**src/rtl/param_connection_block.sv**
```systemverilog
// param_connection_block
//   Connection block between two logic blocks (LB1, LB2) and a W-track channel entering from both
//   ends (CB1, CB2). Routing selects live in a double-buffered serial configuration chain: a frame
//   is shifted into a shadow register and then committed atomically into the active register.
//
//   Optional build macro: CB_OUTREG_EN registers all four routed output buses (one cycle latency).
//
// Ports
//   clk_i        fabric/config clock
//   rst_i        synchronous active-high reset
//   lb1_i/lb2_i  [I-1:0] pins from LB1/LB2 that can drive tracks
//   cb1_i/cb2_i  [W-1:0] tracks arriving at the CB1/CB2 end
//   lb1_o/lb2_o  [O-1:0] pins to LB1/LB2 fed from tracks
//   cb1_o/cb2_o  [W-1:0] tracks leaving the CB1/CB2 end
//   ce_i         config shift enable
//   sin_i        config serial in
//   sout_o       config serial out (shadow MSB), for daisy-chaining
//   commit_i     copy shadow frame into active config
//   cfg_done_o   one-cycle pulse after an accepted commit
//   cfg_err_o    sticky flag, a commit arrived before a full frame was shifted
module param_connection_block #(
  parameter int unsigned W = 5,
  parameter int unsigned I = 1,
  parameter int unsigned O = 6
) (
  input  logic         clk_i,
  input  logic         rst_i,
  input  logic [I-1:0] lb1_i,
  input  logic [I-1:0] lb2_i,
  input  logic [W-1:0] cb1_i,
  input  logic [W-1:0] cb2_i,
  output logic [O-1:0] lb1_o,
  output logic [O-1:0] lb2_o,
  output logic [W-1:0] cb1_o,
  output logic [W-1:0] cb2_o,
  input  logic         ce_i,
  input  logic         sin_i,
  output logic         sout_o,
  input  logic         commit_i,
  output logic         cfg_done_o,
  output logic         cfg_err_o
);

  localparam int unsigned SelT    = $clog2(1 + 2 * I);
  localparam int unsigned SelL    = $clog2(2 * W + 1);
  localparam int unsigned TBits   = 2 * W * SelT;
  localparam int unsigned CfgBits = TBits + 2 * O * SelL;
  localparam int unsigned CntW    = $clog2(CfgBits + 1);
  localparam logic [CntW-1:0] CntFull = CntW'(CfgBits);

  typedef enum logic [1:0] {StIdle, StLoading, StReady} state_e;

  state_e              state_q, state_d;
  logic [CntW-1:0]     cnt_q, cnt_d;
  logic [CfgBits-1:0]  shift_q, shift_d;
  logic [CfgBits-1:0]  active_q, active_d;
  logic                done_q, done_d;
  logic                err_q, err_d;

  // Config chain and FSM
  always_comb begin
    state_d  = state_q;
    cnt_d    = cnt_q;
    shift_d  = shift_q;
    active_d = active_q;
    done_d   = 1'b0;
    err_d    = err_q;

    // Commit sees the pre-shift shadow and count, so it is resolved before the shift.
    if (commit_i) begin
      if (state_q == StReady) begin
        active_d = shift_q;
        cnt_d    = '0;
        done_d   = 1'b1;
      end else begin
        err_d = 1'b1;
      end
    end

    if (ce_i) begin
      shift_d = {shift_q[CfgBits-2:0], sin_i};
      if (cnt_d != CntFull) begin
        cnt_d = cnt_d + 1'b1;
      end
    end

    unique case (1'b1)
      (cnt_d == '0):     state_d = StIdle;
      (cnt_d == CntFull): state_d = StReady;
      default:           state_d = StLoading;
    endcase
  end

  always_ff @(posedge clk_i) begin
    if (rst_i) begin
      state_q  <= StIdle;
      cnt_q    <= '0;
      shift_q  <= '0;
      active_q <= '0;
      done_q   <= 1'b0;
      err_q    <= 1'b0;
    end else begin
      state_q  <= state_d;
      cnt_q    <= cnt_d;
      shift_q  <= shift_d;
      active_q <= active_d;
      done_q   <= done_d;
      err_q    <= err_d;
    end
  end

  assign sout_o     = shift_q[CfgBits-1];
  assign cfg_done_o = done_q;
  assign cfg_err_o  = err_q;

  // Track select: 0 passes the opposite end through, 1..I picks LB1, I+1..2I picks LB2.
  function automatic logic track_mux(input logic [SelT-1:0] sel, input logic pass,
                                     input logic [I-1:0] a, input logic [I-1:0] b);
    logic r;
    r = 1'b0;
    if (sel == '0) r = pass;
    for (int k = 0; k < int'(I); k++) begin
      if (int'(sel) == k + 1) r = a[k];
      if (int'(sel) == int'(I) + 1 + k) r = b[k];
    end
    return r;
  endfunction

  // Pin select: 0 drives low, 1..W picks CB1 tracks, W+1..2W picks CB2 tracks.
  function automatic logic pin_mux(input logic [SelL-1:0] sel, input logic [W-1:0] a,
                                   input logic [W-1:0] b);
    logic r;
    r = 1'b0;
    for (int k = 0; k < int'(W); k++) begin
      if (int'(sel) == k + 1) r = a[k];
      if (int'(sel) == int'(W) + 1 + k) r = b[k];
    end
    return r;
  endfunction

  logic [W-1:0] cb1_rt, cb2_rt;
  logic [O-1:0] lb1_rt, lb2_rt;

  always_comb begin
    cb1_rt = '0;
    cb2_rt = '0;
    lb1_rt = '0;
    lb2_rt = '0;
    for (int t = 0; t < int'(W); t++) begin
      // Direction 0 heads toward CB2, direction 1 toward CB1.
      cb2_rt[t] = track_mux(active_q[t*SelT +: SelT], cb1_i[t], lb1_i, lb2_i);
      cb1_rt[t] = track_mux(active_q[(int'(W)+t)*SelT +: SelT], cb2_i[t], lb1_i, lb2_i);
    end
    for (int j = 0; j < int'(O); j++) begin
      lb1_rt[j] = pin_mux(active_q[TBits + j*SelL +: SelL], cb1_i, cb2_i);
      lb2_rt[j] = pin_mux(active_q[TBits + (int'(O)+j)*SelL +: SelL], cb1_i, cb2_i);
    end
  end

`ifdef CB_OUTREG_EN
  logic [W-1:0] cb1_q, cb2_q;
  logic [O-1:0] lb1_q, lb2_q;

  always_ff @(posedge clk_i) begin
    if (rst_i) begin
      cb1_q <= '0;
      cb2_q <= '0;
      lb1_q <= '0;
      lb2_q <= '0;
    end else begin
      cb1_q <= cb1_rt;
      cb2_q <= cb2_rt;
      lb1_q <= lb1_rt;
      lb2_q <= lb2_rt;
    end
  end

  assign cb1_o = cb1_q;
  assign cb2_o = cb2_q;
  assign lb1_o = lb1_q;
  assign lb2_o = lb2_q;
`else
  assign cb1_o = cb1_rt;
  assign cb2_o = cb2_rt;
  assign lb1_o = lb1_rt;
  assign lb2_o = lb2_rt;
`endif

endmodule

```
**config.mk**
```make
export PLATFORM = sky130hd
export DESIGN_NAME = param_connection_block
export DESIGN_NICKNAME = d
export VERILOG_FILES = /design/src/rtl/param_connection_block.sv
export SDC_FILE = /design/constraint.sdc
export NUM_CORES = 1
export LEC_CHECK = 0
export ABC_AREA = 1
export CAP_MARGIN = 20
export CORE_MARGIN = 5
export CORE_UTILIZATION = 60
export CTS_BUF_LIST = sky130_fd_sc_hd__clkbuf_8 sky130_fd_sc_hd__clkbuf_16
export DETAILED_ROUTE_END_ITERATION = 16
export PLACE_DENSITY = 0.79
export SETUP_SLACK_MARGIN = 0.05
export SLEW_MARGIN = 20
export SYNTH_ARGS = -nofsm -noshare
export SYNTH_HDL_FRONTEND = slang
export SYNTH_SLANG_ARGS = --single-unit
```
**constraint.sdc**
```tcl
create_clock -name clk_i -period 2.6 [get_ports clk_i]
set_clock_uncertainty 0.2 [all_clocks]
set_input_delay 0.52 -clock clk_i [delete_from_list [all_inputs] [get_ports clk_i]]
set_output_delay 0.52 -clock clk_i [all_outputs]
set_load 0.005 [all_outputs]
```
==> flow_metrics.tcl, run 1 <==
set metrics [dict create \
    report.final.hold_viol_count 0 \
    dieArea_sq_mm 0.0136 \
    holdCritStartpoint "cfg_err_o$_SDFFE_PP0P_" \
    synth_cells 950 \
    cts_made_buffers 17 \
    startpoint_type "primary input" \
    wirelength_mm 17.4 \
    slew_headroom_pct 59.6 \
    rr_worst_depth 9 \
    cpPeakStageDelay_ns 0.27 \
    worstSetupStartpoint "cb2_i[0]" \
    grt_pass1_vias 5773 \
    arrival_ns 1.77 \
    num_io_pins 42 \
    finalCritPeriodShare_pct 95.9 \
    r2r-end "state_q[0]$_SDFF_PP0_" \
    cts_buffer_depth 2 \
    final_cells 1147 \
    utilization_pct 72.4 \
    dp_hpwl_mm 11.3 \
    worst_pin_slew_ns 0.605 \
    crit_type "in2out" \
    grt_max_degree 65 \
    dp_cells 1111 \
    ir_drop_mv 0.658 \
    r2r_start "state_q[0]$_SDFF_PP0_" \
    cts_root_buf "clkbuf_16" \
    hold_depth 2 \
    antenna_found_initial 0 \
    leakagePower_nw 3.16 \
    start_util_pct 60.5 \
    placed_area_sq_mm 0.00750 \
    yosysSeqAreaShare_pct 43.2 \
    path_clk_slew_ns 0.05 \
    cts_hold_buffers 0 \
    synth-edff-count 0 \
    synthToLayoutAreaGrowth_pct 19.7 \
    status "finished, final reports clean" \
    fin_nets 1010 \
    row_count 39 \
    hold_class "reg2reg" \
    rrSetupSlack_ns 0.78 \
    fmax_mhz 401 \
    overflow 0 \
    avgSynthCellArea_sq_um 7.17 \
    worstSkewPairLatency_ns 0.42 \
    crit_chain "dlygate4sd2_1, inv_2, buf_6, buf_4, buf_4, a311oi_1, dlygate4sd2_1" \
    grt_pass1_wl_mm 28.2 \
    yosysWarnings 0 \
    syn_area_sq_mm 0.00682 \
    critPathSlowestCell "a311oi_1" \
    power.density_mw_per_mm2 599 \
    io_buffers 41 \
    setup_viol_count_final 0 \
    ant_nets 0 \
    ys_ff_latch 147 \
    end_kind "primary output" \
    synthFlopType "dfxtp_1" \
    dieWidth_um 117 \
    slew_violations 0 \
    h-tree-depth 4 \
    crit_fanout 5 \
    drive_above_1_share_pct 12.8 \
    viasPerCell 5.74 \
    place.gp.congestion 0.916 \
    dr.pass1.iters 5 \
    dr_total_vias 6587 \
    min_to "cfg_err_o$_SDFFE_PP0P_" \
    cts_sinks 147 \
    rsz0062_at_grt "true" \
    syn_nets 967 \
    drv_cap 0 \
    min_period_ns 2.49 \
    drtIter0Drc 679 \
    core_sq_mm 0.0113 \
    tritoncts "yes" \
    synth_cell_types 38 \
    dieHeight_um 117 \
    wire_per_inst_um 15.2 \
    track_usage_pct 26.2 \
    async_flop_share_pct 0 \
    diodes 0 \
    drc 0 \
    fin_area_sq_mm 0.00816 \
    worstPathRequired_ns 1.88 \
]
==> cell families (layout without fill, tap and decap cells) <==
group,after synthesis,in the layout,share of synthesized area [%]
simple gates,449,449,28.4
compound gates,202,202,19.3
buf+inv,150,204,8.92
xor+xnor,2,2,0.257
flops,147,147,43.2
==> routing by layer <==
layer  vias up  GRT usage, %  routed length, um
li1       3299             -                  -
met1      3017          35.8               7880
met2       235          41.1               7810
met3        36          6.11               1330
met4         0          8.87                359
met5         -             0                  0
==> registers in the layout, summed over array words and instances (netlist names) <==
| register | cells |
|---|---|
| active_q | 68 |
| cfg_done_o | 1 |
| cfg_err_o | 1 |
| cnt_q | 7 |
| shift_q | 68 |
| state_q | 2 |
==> metrics by stage <==
step	TNS [ns]	setup slack, ns	total power, mW	hold slack (ns)
floorplan	0	0.525	2.44	0.250
global placement	-5.96	-0.431	2.58	0.257
detailed placement	-6.10	-0.422	2.58	0.256
CTS	0	0.0358	4.90	0.270
global route	0	0.00524	5.03	0.288
finish	0	0.107	4.89	0.264
==> worst max-delay path: cells and delay by family <==
family	cells	cell delay, ns
AO/OA/AOI/OAI	1	0.27
buffers and inverters	6	0.97
==> where the power goes <==
part / switching (mW) / total [mW] / internal (mW) / leakage, nW
registers: 0.00617 / 2.27 / 2.26 / 1.19
clock network: 0.913 / 2.35 / 1.44 / 0.274
logic: 0.176 / 0.273 / 0.0976 / 1.70
total: 1.09 / 4.89 / 3.80 / 3.16
==> Yosys cell counts, types with 4 or more instances <==
library cell | instances | area, sq um
dfxtp_1 | 147 | 2940
o2111ai_1 | 10 | 87.6
nor2_1 | 123 | 462
a21oi_1 | 88 | 440
inv_1 | 86 | 323
inv_2 | 4 | 15.0
buf_2 | 15 | 75.1
o22ai_1 | 6 | 37.5
buf_1 | 4 | 15.0
nand2_2 | 5 | 31.3
a211oi_1 | 60 | 450
o221ai_1 | 6 | 52.6
nand3_1 | 51 | 255
clkbuf_1 | 36 | 135
o21ai_0 | 5 | 25.0
a311oi_1 | 10 | 87.6
nand4_1 | 30 | 188
o211ai_1 | 10 | 75.1
nand3b_1 | 4 | 30.0
nand2_1 | 222 | 833
==> worst max-delay path by stage <==
stage	to	slack (ns)	depth (start not counted)
global placement	lb2_o[5]	-0.43	8
floorplan	lb2_o[1]	0.53	6
finish	cb1_o[0]	0.11	7
global route	lb2_o[4]	0.005	8
detailed placement	lb1_o[2]	-0.42	8
CTS	lb1_o[2]	0.04	6
==> layout make-up <==
type	count	area, sq um
clock inverters	11	114
fillers	917	3110
clock buffers	19	453
inverters	91	342
repair buffers	83	805
well taps	143	179
multi-input cells	653	3310
flip-flops and latches	147	2960
==> repair_timing <==
item | in CTS | in global routing
gates cloned | 0 | 1
gates resized for setup | 40 | 42
setup endpoints to repair | 22 | 12
buffers inserted | 0 | 5
pin swaps | 2 | 10
==> cell usage in the layout (no fill, tap or decap), types with 5 or more instances in the layout <==
master / instances
o21ai_0: 5
o2111ai_1: 10
buf_12: 8
buf_4: 28
nor2_1: 117
buf_6: 6
clkdlybuf4s15_1: 6
a21oi_1: 88
nand2_2: 6
dlygate4sd2_1: 19
o22ai_1: 5
nand3_1: 51
dfxtp_1: 137
dfxtp_2: 10
clkdlybuf4s50_1: 9
a311oi_1: 9
clkbuf_16: 17
inv_1: 76
nand4_1: 30
nand2_1: 221
o211ai_1: 10
a211oi_1: 60
nor2_2: 9
inv_2: 15
Power figures use the tool's default switching activity.
==> run 2, diff against run 1 <==
--- a/config.mk
+++ b/config.mk
@@ -12,7 +12,6 @@
 export CTS_BUF_LIST = sky130_fd_sc_hd__clkbuf_8 sky130_fd_sc_hd__clkbuf_16
 export DETAILED_ROUTE_END_ITERATION = 16
 export PLACE_DENSITY = 0.79
-export SETUP_SLACK_MARGIN = 0.05
 export SLEW_MARGIN = 20
 export SYNTH_ARGS = -nofsm -noshare
 export SYNTH_HDL_FRONTEND = slang
==> run 2 against run 1 <==
Effect of this change: die area stayed put; hold slack hardly changed; sequential power hardly changed; setup slack worse by 0.068 ns; core utilization is 0.48 points lower.
==> flow_metrics.tcl, run 2 (synthesis results as in run 1) <==
set metrics [dict create \
    overflow 0 \
    min_to "cfg_err_o$_SDFFE_PP0P_" \
    cts_hold_buffers 0 \
    rrSetupSlack_ns 0.78 \
    status "finished, final reports clean" \
    hold_depth 2 \
    slew_violations 0 \
    fmax_mhz 390 \
    slew_headroom_pct 59.8 \
    tns_ns 0 \
    fillers 934 \
    dr_total_vias 6512 \
    report.final.hold_viol_count 0 \
    leakagePower_nw 3.14 \
    drv_cap 0 \
    worst_pin_slew_ns 0.603 \
    drive_above_1_share_pct 11.4 \
    holdCritStartpoint "cfg_err_o$_SDFFE_PP0P_" \
    most-common-layout-cells "nand2_1 (221), dfxtp_1 (141), nor2_1 (120)" \
    cts_sinks 147 \
    synthToLayoutAreaGrowth_pct 18.9 \
    drc 0 \
    tritoncts "yes" \
    cts_made_buffers 17 \
    place.gp.congestion 0.916 \
    crit_chain "clkdlybuf4s50_1, inv_2, buf_4, a311oi_1, dlygate4sd2_1" \
    seq_area_sq_mm 0.00295 \
    start_util_pct 60.5 \
    crit_type "in2out" \
    dieHeight_um 117 \
    end_kind "primary output" \
    diodes 0 \
    power_mw 4.89 \
    rr_worst_depth 9 \
    finalCritPeriodShare_pct 98.5 \
    track_usage_pct 26.2 \
    num_io_pins 42 \
    arrival_ns 1.84 \
    fin_nets 1006 \
    grt_pass1_wl_mm 28.2 \
    hold_ws_ns 0.263 \
    cts_root_buf "clkbuf_16" \
    grt_pass1_vias 5773 \
    cpPeakStageDelay_ns 0.51 \
    final_cells 1143 \
    startpoint_type "primary input" \
    worstSkewPairLatency_ns 0.42 \
    crit_fanout 4 \
    hold_class "reg2reg" \
    grt_max_degree 65 \
    worst-path-buf-inv 4 \
    dp_hpwl_mm 11.3 \
    dieWidth_um 117 \
    power.density_mw_per_mm2 604 \
    critPathTopFamily "buffers and inverters" \
    r2r_start "state_q[0]$_SDFF_PP0_" \
    reg_top3 "active_q: 68 flops, shift_q: 68 flops, cnt_q: 7 flops" \
    worstPathRequired_ns 1.88 \
    setup_viol_count_final 0 \
    row_count 39 \
    dp_cells 1111 \
    multiInputGateArea_sq_mm 0.00330 \
    r2r-end "state_q[0]$_SDFF_PP0_" \
    drtIter0Drc 629 \
    final_common_cell "nand2_1" \
    min_period_ns 2.56 \
    ant_nets 0 \
    dieArea_sq_mm 0.0136 \
    ir_drop_mv 0.653 \
    critPathSlowestCell "clkdlybuf4s50_1" \
    h-tree-depth 4 \
    antenna_found_initial 0 \
    cts_buffer_depth 2 \
    viasPerCell 5.70 \
    path_clk_slew_ns 0.05 \
    dr.pass1.iters 5 \
    wire_per_inst_um 15.0 \
    core_sq_mm 0.0113 \
    wirelength_mm 17.2 \
    io_buffers 41 \
]
-- run 2: cell types whose count changed in the layout (fill, tap and decap cells not counted), moves of 3 or more --
cell	change
clkdlybuf4s15_1	-4
dfxtp_1	+4
dfxtp_2	-4
dlygate4sd2_1	+3
inv_1	+3
inv_2	-3
nor2_1	+3
nor2_2	-3
-- run 2: power breakdown --
group	leakage, nW	switching (mW)	total [mW]	internal (mW)
registers	1.19	0.00621	2.27	2.26
clock network	0.274	0.921	2.36	1.44
logic	1.68	0.173	0.269	0.0961
-- run 2: how the worst max path moves through the flow --
| stage | start | endpoint | depth (start not counted) |
|---|---|---|---|
| 6_report | cb1_i[3] | cb2_o[3] | 5 |
| 4_1_cts | cb2_i[3] | lb1_o[2] | 6 |
| 2_1_floorplan | cb2_i[1] | lb2_o[1] | 6 |
| 3_5_place_dp | cb1_i[1] | lb1_o[2] | 8 |
| 3_3_place_gp | cb2_i[0] | lb2_o[5] | 8 |
| 5_1_grt | cb1_i[3] | lb1_o[1] | 6 |
-- run 2: final cells by class --
class	instances	share of cell area, %
tap	143	2.21
sequential	147	36.4
multi-input combinational	653	40.7
clock inverter	11	1.40
clock buffer	19	5.59
inverter	91	4.21
timing repair buffer	79	9.49
-- run 2: metrics by stage --
| stage | utilization, % | setup WS (ns) | instance area, sq um |
|---|---|---|---|
| CTS | 71.5 | 0.00169 | 8060 |
| floorplan | - | 0.525 | 6820 |
| finish | 71.9 | 0.0389 | 8110 |
| global route | 71.9 | -0.00129 | 8110 |
| detailed placement | 66.5 | -0.422 | 7500 |
| global placement | 66.5 | -0.431 | 7500 |
-- run 2: routing by layer --
metal / GRT usage, % / vias to the layer above / wire (um)
met5: 0 / - / 0
met4: 8.87 / 0 / 264
met3: 6.11 / 28 / 1300
met2: 41.1 / 209 / 7730
met1: 35.8 / 2987 / 7890
li1: - / 3288 / -
-- run 2: worst reg2reg max path, delay by kind of cell (launching register included) --
kind,cells,cell delay (ns)
AO/OA/AOI/OAI,1,0.05
AND/OR/NAND/NOR,6,0.70
flip-flops,1,0.30
buffers and inverters,2,0.45
-- run 2: what timing repair did --
| item | CTS | global route |
|---|---|---|
| pin swaps | 1 | 2 |
| hold endpoints to repair | 0 | 0 |
| endpoints found under the setup margin | 22 | 8 |
| setup buffers | 0 | 2 |
| resized for setup | 43 | 20 |
==> run 3, diff against run 2 <==
--- a/config.mk
+++ b/config.mk
@@ -6,7 +6,6 @@
 export NUM_CORES = 1
 export LEC_CHECK = 0
 export ABC_AREA = 1
-export CAP_MARGIN = 20
 export CORE_MARGIN = 5
 export CORE_UTILIZATION = 60
 export CTS_BUF_LIST = sky130_fd_sc_hd__clkbuf_8 sky130_fd_sc_hd__clkbuf_16
==> results of run 3 <==
No change in the layout: final DEF, timing and power equal those of run 2.
